**src/rtl/instr_fetch_pkg.sv**
```systemverilog
// Shared cpu definitions: default widths, instruction-type codes and fetch-FSM encodings.
// Users of this package pick up the end-of-memory policy from macro IFU_LOOP_EN in instr_fetch.
package instr_fetch_pkg;

  localparam int CPU_ADDR_BITS   = 5;
  localparam int CPU_INSTR_WIDTH = 20;

  // The two MSBs of every instruction word carry its type.
  typedef enum logic [1:0] {
    ITYPE_HALT    = 2'b00,
    ITYPE_STD_OP  = 2'b01,
    ITYPE_LOAD_R  = 2'b10,
    ITYPE_STORE_R = 2'b11
  } itype_e;

  localparam logic [1:0] IFU_IDLE    = 2'd0;
  localparam logic [1:0] IFU_FETCH   = 2'd1;
  localparam logic [1:0] IFU_PRESENT = 2'd2;
  localparam logic [1:0] IFU_HALT    = 2'd3;

  function automatic logic is_halt(input logic [1:0] type_code);
    return itype_e'(type_code) == ITYPE_HALT;
  endfunction

endpackage

```
**src/rtl/instr_fetch_mem.sv**
```systemverilog
// Instruction storage: 2^ADDR_BITS x INSTR_WIDTH register array,
// synchronous write port and combinational read port.
module instr_mem #(
  parameter int ADDR_BITS   = 5,
  parameter int INSTR_WIDTH = 20
) (
  input  logic                   clk,
  input  logic                   we,
  input  logic [ADDR_BITS-1:0]   waddr,
  input  logic [INSTR_WIDTH-1:0] wdata,
  input  logic [ADDR_BITS-1:0]   raddr,
  output logic [INSTR_WIDTH-1:0] rdata
);

  logic [INSTR_WIDTH-1:0] mem [2**ADDR_BITS];

  // NOTE: the array has no reset on purpose; the program must survive rst.
  always_ff @(posedge clk) begin
    if (we) mem[waddr] <= wdata;
  end

  assign rdata = mem[raddr];

endmodule

```
**src/rtl/instr_fetch.sv**
```systemverilog
// Instruction fetch unit: walks the program memory one word per 'next', stopping on a halt word.
// Define IFU_LOOP_EN to wrap from the last address back to 0 instead of halting there.
module instr_fetch
  import instr_fetch_pkg::*;
#(
  parameter int ADDR_BITS   = CPU_ADDR_BITS,
  parameter int INSTR_WIDTH = CPU_INSTR_WIDTH
) (
  input  logic                   clk,
  input  logic                   rst,
  input  logic                   start,
  input  logic                   next,
  input  logic                   prog_we,
  input  logic [ADDR_BITS-1:0]   prog_addr,
  input  logic [INSTR_WIDTH-1:0] prog_data,
  output logic [INSTR_WIDTH-1:0] instr,
  output logic [ADDR_BITS-1:0]   pc,
  output logic                   instr_valid,
  output logic                   halted
);

  localparam logic [ADDR_BITS-1:0] PC_LAST = '1;

  logic [1:0]             state;
  logic [INSTR_WIDTH-1:0] rd_word;
  logic                   mem_we;

  // Programming is only allowed while nothing is executing; rst blocks it too.
  assign mem_we = prog_we && !rst && (state == IFU_IDLE || state == IFU_HALT);

  instr_mem #(
    .ADDR_BITS   (ADDR_BITS),
    .INSTR_WIDTH (INSTR_WIDTH)
  ) u_mem (
    .clk   (clk),
    .we    (mem_we),
    .waddr (prog_addr),
    .wdata (prog_data),
    .raddr (pc),
    .rdata (rd_word)
  );

  // NOTE: all state here uses non-blocking assignment so every register sees pre-edge values.
  always_ff @(posedge clk) begin
    if (rst) begin
      state       <= IFU_IDLE;
      pc          <= '0;
      instr       <= '0;
      instr_valid <= 1'b0;
      halted      <= 1'b0;
    end else begin
      case (state)
        IFU_IDLE: begin
          if (start) state <= IFU_FETCH;
        end
        IFU_FETCH: begin
          if (is_halt(rd_word[INSTR_WIDTH-1 -: 2])) begin
            state       <= IFU_HALT;
            instr       <= '0;
            instr_valid <= 1'b0;
            halted      <= 1'b1;
          end else begin
            state       <= IFU_PRESENT;
            instr       <= rd_word;
            instr_valid <= 1'b1;
          end
        end
        IFU_PRESENT: begin
          if (next) begin
            if (pc != PC_LAST) begin
              pc          <= pc + 1'b1;
              instr_valid <= 1'b0;
              state       <= IFU_FETCH;
            end else begin
`ifdef IFU_LOOP_EN
              pc          <= '0;
              instr_valid <= 1'b0;
              state       <= IFU_FETCH;
`else
              state       <= IFU_HALT;
              instr       <= '0;
              instr_valid <= 1'b0;
              halted      <= 1'b1;
`endif
            end
          end
        end
        IFU_HALT: begin
          if (start) begin
            state  <= IFU_FETCH;
            pc     <= '0;
            halted <= 1'b0;
          end
        end
        default: state <= IFU_IDLE;
      endcase
    end
  end

endmodule

```
**config.mk**
```make
export PLATFORM = sky130hd
export DESIGN_NAME = instr_fetch
export DESIGN_NICKNAME = d
export VERILOG_FILES = /design/src/rtl/instr_fetch_pkg.sv /design/src/rtl/instr_fetch_mem.sv /design/src/rtl/instr_fetch.sv
export SDC_FILE = /design/constraint.sdc
export NUM_CORES = 1
export LEC_CHECK = 0
export ABC_AREA = 1
export CAP_MARGIN = 10
export CORE_MARGIN = 2
export CORE_UTILIZATION = 45
export CTS_BUF_LIST = sky130_fd_sc_hd__clkbuf_8
export CTS_CLUSTER_DIAMETER = 150
export CTS_CLUSTER_SIZE = 14
export DETAILED_ROUTE_END_ITERATION = 8
export SLEW_MARGIN = 40
export SYNTH_ARGS = -nofsm -noshare
export SYNTH_HDL_FRONTEND = slang
export SYNTH_SLANG_ARGS = --single-unit
```
**constraint.sdc**
```tcl
create_clock -name clk -period 2.9 [get_ports clk]
set_clock_uncertainty 0.05 [all_clocks]
set_input_delay 0.58 -clock clk [delete_from_list [all_inputs] [get_ports clk]]
set_output_delay 0.58 -clock clk [all_outputs]
set_load 0.02 [all_outputs]
```
==> results.rst, run 1 <==
.. list-table::
   :header-rows: 1

   * - Metric
     - Value
   * - Synth Instances
     - 2270
   * - R2R setup slack
     - 0.37 ns
   * - Endpoint of the lowest-slack register-to-register path
     - instr[13]
   * - Number of global-route vias before repair
     - 17.2k
   * - Xor/xnor cell area share of the yosys netlist
     - 0.0323%
   * - Pins Over Slew Limit
     - 0
   * - Unrepaired setup endpoints after global routing
     - no
   * - Remaining DRCs
     - 0
   * - Detailed-route wire length on metal 1
     - roughly 30000 µm
   * - Highest net fanout along the worst path
     - roughly 50
   * - Post-synthesis mux area share
     - 0%
   * - Routed wl met3
     - approximately 4600 µm
   * - Area of the mapped netlist
     - ~27000 µm²
   * - # Max-Cap Violations
     - 0
   * - Distinct cell type count of the synthesized netlist
     - 28
   * - Post-synthesis to final-layout area growth
     - 11.1%
   * - Die Wd
     - 250 µm
   * - Worst hold slack
     - 0.447 ns
   * - Fraction of layout instances using a drive strength above 1
     - 9.98%
   * - Fin crit period
     - roughly 2.5 ns
   * - Num Clock Sinks
     - between 600 and 700
   * - Static power due to leakage
     - approximately 11 nW
   * - Buffer cell driving the clock tree root
     - sky130_fd_sc_hd__clkbuf_8
   * - WHS Endpoint
     - instr[19]
   * - Post-Synthesis Mean Instance Area
     - ~12 µm²
   * - Sum of negative setup slack
     - 0 ns
   * - Final weighted congestion of routability-driven global placement
     - ~0.9
   * - Worst hold path depth
     - 2
   * - Nature of the critical path startpoint
     - flip-flop
   * - First-pass GRT wire length
     - between 100000 and 150000 µm
   * - Class of the worst hold path
     - flip-flop to flip-flop
   * - Area of all placed cells without fillers
     - about 30000 µm²
   * - Power density normalized to cell area
     - slightly above 700 nW/µm²
   * - Final std cells w/o fill
     - approximately 3.2k
   * - Syn nets
     - about 2.3k
   * - Origin of the worst min-delay path
     - instr[19]
   * - CTS tree
     - yes
   * - Compound-Gate Fraction of Synth Area
     - 1.27%
   * - Total Nets Final
     - around 2.4k
   * - Total Power Consumption
     - ~22 mW
   * - FMAX
     - between 300 and 400 MHz
   * - PortBufs
     - 56
   * - Clock input transition at the sequential cells of the worst setup and hold paths
     - 0.09 ns
   * - Final core utilization
     - 50.3%
   * - Final hold violation count
     - 0
   * - Count of boundary I/O pins
     - 57
   * - Layout filler cell count
     - between 5k and 6k
   * - Simple-gate share of the synthesized area
     - between 20% and 30%
   * - Routed wire length on met2
     - 35300 µm
   * - Post-synthesis adder-cell area fraction
     - 0.276%
   * - Slew HR
     - 60.2%
   * - Placed cell count
     - 3098
   * - Buffers inserted by post-CTS timing repair
     - 0
   * - Critical Path RT
     - ~3.5 ns
   * - Antenna violations before repair
     - 2
   * - Die Span Y
     - ~250 µm
   * - Total Routed Length
     - 71400 µm
   * - WL per Instance
     - 22.5 µm
   * - Worst Max-Slew Pin Slew
     - 0.597 ns
   * - Floorplan core area
     - between 60000 and 70000 µm²
   * - Number of cell instances on the worst register-to-register path
     - 11
   * - Hold buffer count at CTS
     - 0
   * - Detailed router's first-iteration violation count
     - between 1.5k and 2k
   * - Total of flip-flops plus latches after synthesis
     - ~670
   * - Dominant combinational cell family by area after synthesis
     - simple AND/OR/NAND/NOR gates
   * - Maximum buffer depth of the clock tree
     - 3
   * - Fraction of the cycle the final worst path needs
     - 87.2%
   * - Full die area
     - ~62000 µm²
   * - Sequential cell area fraction in the yosys report
     - about three quarters
   * - Via-per-instance ratio
     - approximately 5.6
   * - CP Capture Type
     - flip-flop
   * - Starting Density
     - 45.2%
   * - Placed Area
     - 29300 µm²
   * - Post-route antenna net violation count
     - 0
   * - Placed wire-length estimate after detailed placement
     - 45100 µm
   * - Final setup violating endpoints
     - 0
   * - Highest metal layer with signal wires
     - met4
   * - Later-pin clock latency in the skew report
     - 0.69 ns
   * - Number of H-tree branching levels
     - 2
   * - Setup slack at placement
     - 0.349 ns
   * - Routed vias
     - between 15k and 20k
   * - Cell row count
     - 90
   * - Result of the run
     - complete, no violations
   * - GRT Residual Overflow
     - 0
   * - Largest net degree at the start of global routing
     - 81
   * - All-Layer GR Usage
     - 22.9%
   * - TritonCTS Buffers
     - 54
   * - # resized after CTS
     - 0
   * - Arr. time, crit path
     - approximately 3.1 ns
   * - First-pass iteration count of the detailed router
     - 6
   * - Worst setup path category
     - flip-flop to flip-flop
   * - Final worst setup slack
     - between 0.3 and 0.4 ns
   * - Peak supply drop
     - 0.378 mV
   * - Yosys warning count
     - 0
metal layers:
metal,GRT usage [%],vias up
li1,-,8227
met1,31.2,8713
met2,38.5,685
met3,2.94,120
met4,7.28,0
met5,0,-
worst max path at each step:
| stage | to | start | slack (ns) |
|---|---|---|---|
| floorplan | u_mem.mem[0][0] | rst | 0.38 |
| global placement | flip-flop | next | 0.35 |
| detailed placement | flip-flop | next | 0.35 |
| CTS | instr[7] | flip-flop | 0.44 |
| global route | instr[13] | flip-flop | 0.26 |
| finish | instr[13] | flip-flop | 0.37 |
registers in the layout, summed over array words and instances, names as in the netlist, named ones only:
signal,count
halted,1
instr,20
instr_valid,1
pc,5
state,2
u_mem.mem,640
Yosys cell counts, drive strengths merged:
library cell | number | area share, %
a31oi | 2 | 0.046
o21ai | 22 | 0.42
edfxtp | 640 | 71
xor2 | 1 | 0.032
nand3 | 612 | 11
nand4 | 4 | 0.092
dfxtp | 34 | 2.5
o21a | 1 | 0.028
clkbuf | 22 | 0.30
buf | 123 | 2.8
o31ai | 2 | 0.055
a21oi | 36 | 0.69
nor3 | 2 | 0.037
a211oi | 1 | 0.028
inv | 25 | 0.35
nand2 | 696 | 9.6
ha | 6 | 0.28
clkinv | 2 | 0.046
nor2 | 39 | 0.56
cell families (layout without fill, tap and decap cells):
kind of cell               Yosys count  after routing
buffers and inverters              172            296
adders and majority gates            6              6
DFF                                674            674
AOI/OAI and AO/OA                   64             64
xor gates and xnor gates             1              1
other                                0              1
and+or+nand+nor                   1353           1353
layout make-up:
| class | count | area, µm² | area share [%] |
|---|---|---|---|
| Inverter | 27 | 115 | 0.382 |
| Multi-Input combinational cell | 1424 | 6370 | 21.1 |
| Clock buffer | 55 | 757 | 2.51 |
| Timing Repair Buffer | 191 | 1920 | 6.38 |
| Tap cell | 782 | 978 | 3.24 |
| Antenna cell | 1 | 2.50 | 0.00830 |
| Clock inverter | 23 | 103 | 0.340 |
| Sequential cell | 674 | 19900 | 66.0 |
power by group:
part	switching, mW	total (mW)	internal, mW	leakage [nW]
Combinational	4.06	5.91	1.85	4.01
Sequential	0.117	10.9	10.8	6.04
Clock	3.00	4.74	1.74	0.514
Total	7.18	21.6	14.4	10.6
worst max-delay path: stages (launching register included):
cell and delay (ns):
sky130_fd_sc_hd__dfxtp_4 0.40, sky130_fd_sc_hd__buf_12 0.21, sky130_fd_sc_hd__buf_12 0.26, sky130_fd_sc_hd__buf_4 0.33
sky130_fd_sc_hd__nand2_1 0.10, sky130_fd_sc_hd__nand3_1 0.10, sky130_fd_sc_hd__nand3_1 0.07, sky130_fd_sc_hd__nand3_1 0.18
sky130_fd_sc_hd__nand3_1 0.12, sky130_fd_sc_hd__a21oi_1 0.32, sky130_fd_sc_hd__nand3_1 0.12, sky130_fd_sc_hd__a21oi_1 0.14
placed cells by master (no fill, tap or decap), drive strengths merged, types with 2 or more instances in the layout:
cell type | Yosys | final
nand2 | 696 | 696
edfxtp | 640 | 640
nand3 | 612 | 612
buf | 123 | 135
clkdlybuf4s50 | 0 | 56
clkbuf | 22 | 55
inv | 25 | 47
nor2 | 39 | 39
a21oi | 36 | 36
dfxtp | 34 | 34
o21ai | 22 | 22
ha | 6 | 6
nand4 | 4 | 4
o31ai | 2 | 2
a31oi | 2 | 2
nor3 | 2 | 2
clkinv | 2 | 2
Power figures use the tool's default switching activity.
==> inputs of run 2 (changes only) <==
- CAP_MARGIN: 10 -> 30
- CORE_UTILIZATION: 45 -> 50
- PLACE_DENSITY: default -> 0.66
==> results.rst, run 2 (synthesis gave the netlist of run 1 again) <==
.. list-table::
   :header-rows: 1

   * - Metric
     - Value
   * - Result of the run
     - complete, no violations
   * - Worst Max-Slew Pin Slew
     - 0.618 ns (+0.0211 ns)
   * - PortBufs
     - 56 (unchanged)
   * - Most common library cell in the layout ignoring fill and taps
     - sky130_fd_sc_hd__nand2_1
   * - Highest net fanout along the worst path
     - 88 (+73%)
   * - Cell row count
     - 85 (-5.6%)
   * - Floorplan core area
     - 53700 µm² (-11%)
   * - Number of global-route vias before repair
     - 17.5k (+1.4%)
   * - Number of H-tree branching levels
     - 2 (unchanged)
   * - WHS Endpoint
     - instr[18]
   * - Peak supply drop
     - 0.431 mV (+14%)
   * - R2R setup slack
     - 0.26 ns (-0.11 ns)
   * - # resized after CTS
     - 0 (unchanged)
   * - Via-per-instance ratio
     - 5.85 (+4.7%)
   * - Detailed router's first-iteration violation count
     - 2173 (+10%)
   * - # Max-Cap Violations
     - 0 (unchanged)
   * - Sum of negative setup slack
     - 0 ns (unchanged)
   * - Total Power Consumption
     - 21.4 mW (-1.1%)
   * - Most used cells in the layout excluding fill and tap cells
     - sky130_fd_sc_hd__nand2_1, sky130_fd_sc_hd__edfxtp_1, sky130_fd_sc_hd__nand3_1, sky130_fd_sc_hd__buf_4, sky130_fd_sc_hd__clkbuf_8
   * - Layout filler cell count
     - 4375 (-16%)
   * - Die Span Y
     - 237 µm (-5.0%)
   * - Origin of the worst min-delay path
     - instr[18]
   * - Registers with the most flip-flops
     - u_mem.mem (640), instr (20), pc (5)
   * - Endpoint of the lowest-slack register-to-register path
     - instr[2]
   * - WL per Instance
     - 23.0 µm (+2.3%)
   * - TritonCTS Buffers
     - 54 (unchanged)
   * - Final core utilization
     - 55.9% (+5.6 points)
   * - Largest net degree at the start of global routing
     - 89 (+9.9%)
   * - Fin crit period
     - 2.64 ns (+0.113 ns)
   * - Routed vias
     - 18.1k (+1.9%)
   * - Antenna violations before repair
     - 3 (+1)
   * - Buffer cell driving the clock tree root
     - sky130_fd_sc_hd__clkbuf_8
   * - Total Routed Length
     - 71200 µm (-0.39%)
   * - Later-pin clock latency in the skew report
     - 0.69 ns (about the same)
   * - Total Nets Final
     - 2406 (-0.083%)
   * - Clock input transition at the sequential cells of the worst setup and hold paths
     - 0.09 ns (about the same)
   * - Worst hold slack
     - 0.424 ns (-0.0228 ns)
   * - Count of boundary I/O pins
     - 57 (unchanged)
   * - Slew HR
     - 58.8% (-1.4 points)
   * - Num Clock Sinks
     - 674 (unchanged)
   * - Post-route antenna net violation count
     - 0 (unchanged)
   * - GRT Residual Overflow
     - 0 (unchanged)
   * - Worst setup path category
     - flip-flop to flip-flop
   * - Full die area
     - 56200 µm² (-9.8%)
   * - Hold buffer count at CTS
     - 0 (unchanged)
   * - Maximum buffer depth of the clock tree
     - 3 (unchanged)
   * - CTS tree
     - yes
   * - Starting Density
     - 50.6% (+5.3 points)
   * - Class of the worst hold path
     - flip-flop to flip-flop
   * - Buffers inserted by post-CTS timing repair
     - 0 (unchanged)
   * - Final setup violating endpoints
     - 0 (unchanged)
   * - Arr. time, crit path
     - 3.21 ns (+0.11 ns)
   * - FMAX
     - 378 MHz (-4.3%)
   * - All-Layer GR Usage
     - 25.6% (+2.7 points)
   * - Final weighted congestion of routability-driven global placement
     - 0.880 (-2.7%)
   * - First-pass GRT wire length
     - 107000 µm (+0.30%)
   * - Nature of the critical path startpoint
     - flip-flop
   * - First-pass iteration count of the detailed router
     - 6 (unchanged)
   * - Max reg flops
     - 640 (unchanged)
   * - CP Capture Type
     - flip-flop
   * - Die Wd
     - 237 µm (-5.0%)
   * - Placed wire-length estimate after detailed placement
     - 43700 µm (-3.2%)
   * - Number of cell instances on the worst register-to-register path
     - 13 (+2)
   * - Remaining DRCs
     - 0 (unchanged)
   * - Unrepaired setup endpoints after global routing
     - no
   * - Largest Register
     - u_mem.mem
   * - Final hold violation count
     - 0 (unchanged)
   * - Worst hold path depth
     - 2 (unchanged)
   * - Power density normalized to cell area
     - 712 nW/µm² (-0.57%)
   * - Pins Over Slew Limit
     - 0 (unchanged)
   * - Post-synthesis to final-layout area growth
     - 10.5%
   * - Fraction of the cycle the final worst path needs
     - 91.1% (+3.9 points)
   * - Fraction of layout instances using a drive strength above 1
     - 9.94% (-0.046 points)
   * - Static power due to leakage
     - 10.5 nW (-0.25%)
   * - Critical Path RT
     - 3.47 ns (about the same)
==> run 2: per-layer routing <==
layer	vias up	wire [µm]	GRT usage, %
met2	902	33500	40.6
li1	8225	-	-
met3	171	6450	5.06
met4	2	2890	10.5
met5	-	13	0
met1	8784	28300	34.8
==> run 2: area by class of cell <==
type	instances	area [µm²]	area share, %
Sequential cell	674	19900	66.4
Multi-Input combinational cell	1424	6370	21.2
Timing Repair Buffer	189	1850	6.15
Tap cell	696	871	2.90
Clock buffer	57	785	2.61
Inverter	27	115	0.384
Clock inverter	24	103	0.342
Antenna cell	1	2.50	0.00834
==> run 2: worst max path at each step <==
stage	start	cells past startpoint	slack (ns)	endpoint
after floorplan	rst	4	0.38	u_mem.mem[0][0]
after global placement	prog_we	8	0.25	u_mem.mem[2][19]
after detailed placement	prog_we	8	0.23	u_mem.mem[2][14]
after CTS	flip-flop	13	0.29	instr[2]
after global routing	flip-flop	13	0.08	instr[2]
final	flip-flop	13	0.26	instr[2]
==> run 2: critical path, cell delays in order (launching register included) <==
cell                      delay (ns)
sky130_fd_sc_hd__dfxtp_4        0.40
sky130_fd_sc_hd__inv_8          0.43
sky130_fd_sc_hd__buf_12         0.23
sky130_fd_sc_hd__nand2_1        0.06
sky130_fd_sc_hd__nand3_1        0.06
sky130_fd_sc_hd__nand3_1        0.18
sky130_fd_sc_hd__nand2_1        0.22
sky130_fd_sc_hd__nand2_1        0.08
sky130_fd_sc_hd__nand3_1        0.13
sky130_fd_sc_hd__nand2_1        0.07
sky130_fd_sc_hd__nand2_2        0.19
sky130_fd_sc_hd__buf_12         0.17
sky130_fd_sc_hd__nand4_1        0.09
sky130_fd_sc_hd__a21oi_1        0.15
==> run 2: report_power, final <==
group | switching [mW] | total, mW | internal, mW | leakage, nW
clock network | 2.98 | 4.77 | 1.80 | 0.539
logic | 3.92 | 5.63 | 1.70 | 3.96
registers | 0.132 | 11.0 | 10.8 | 6.04
total | 7.03 | 21.4 | 14.3 | 10.5
==> run 2: through the flow <==
step | setup slack [ns] | std cells | instance area (µm²)
after floorplan | 0.381 | 2270 | 27200
after global placement | 0.245 | 3010 | 29100
after detailed placement | 0.225 | 3010 | 29100
after CTS | 0.287 | 3091 | 30000
after global routing | 0.0774 | 3092 | 30000
final | 0.257 | 3092 | 30000
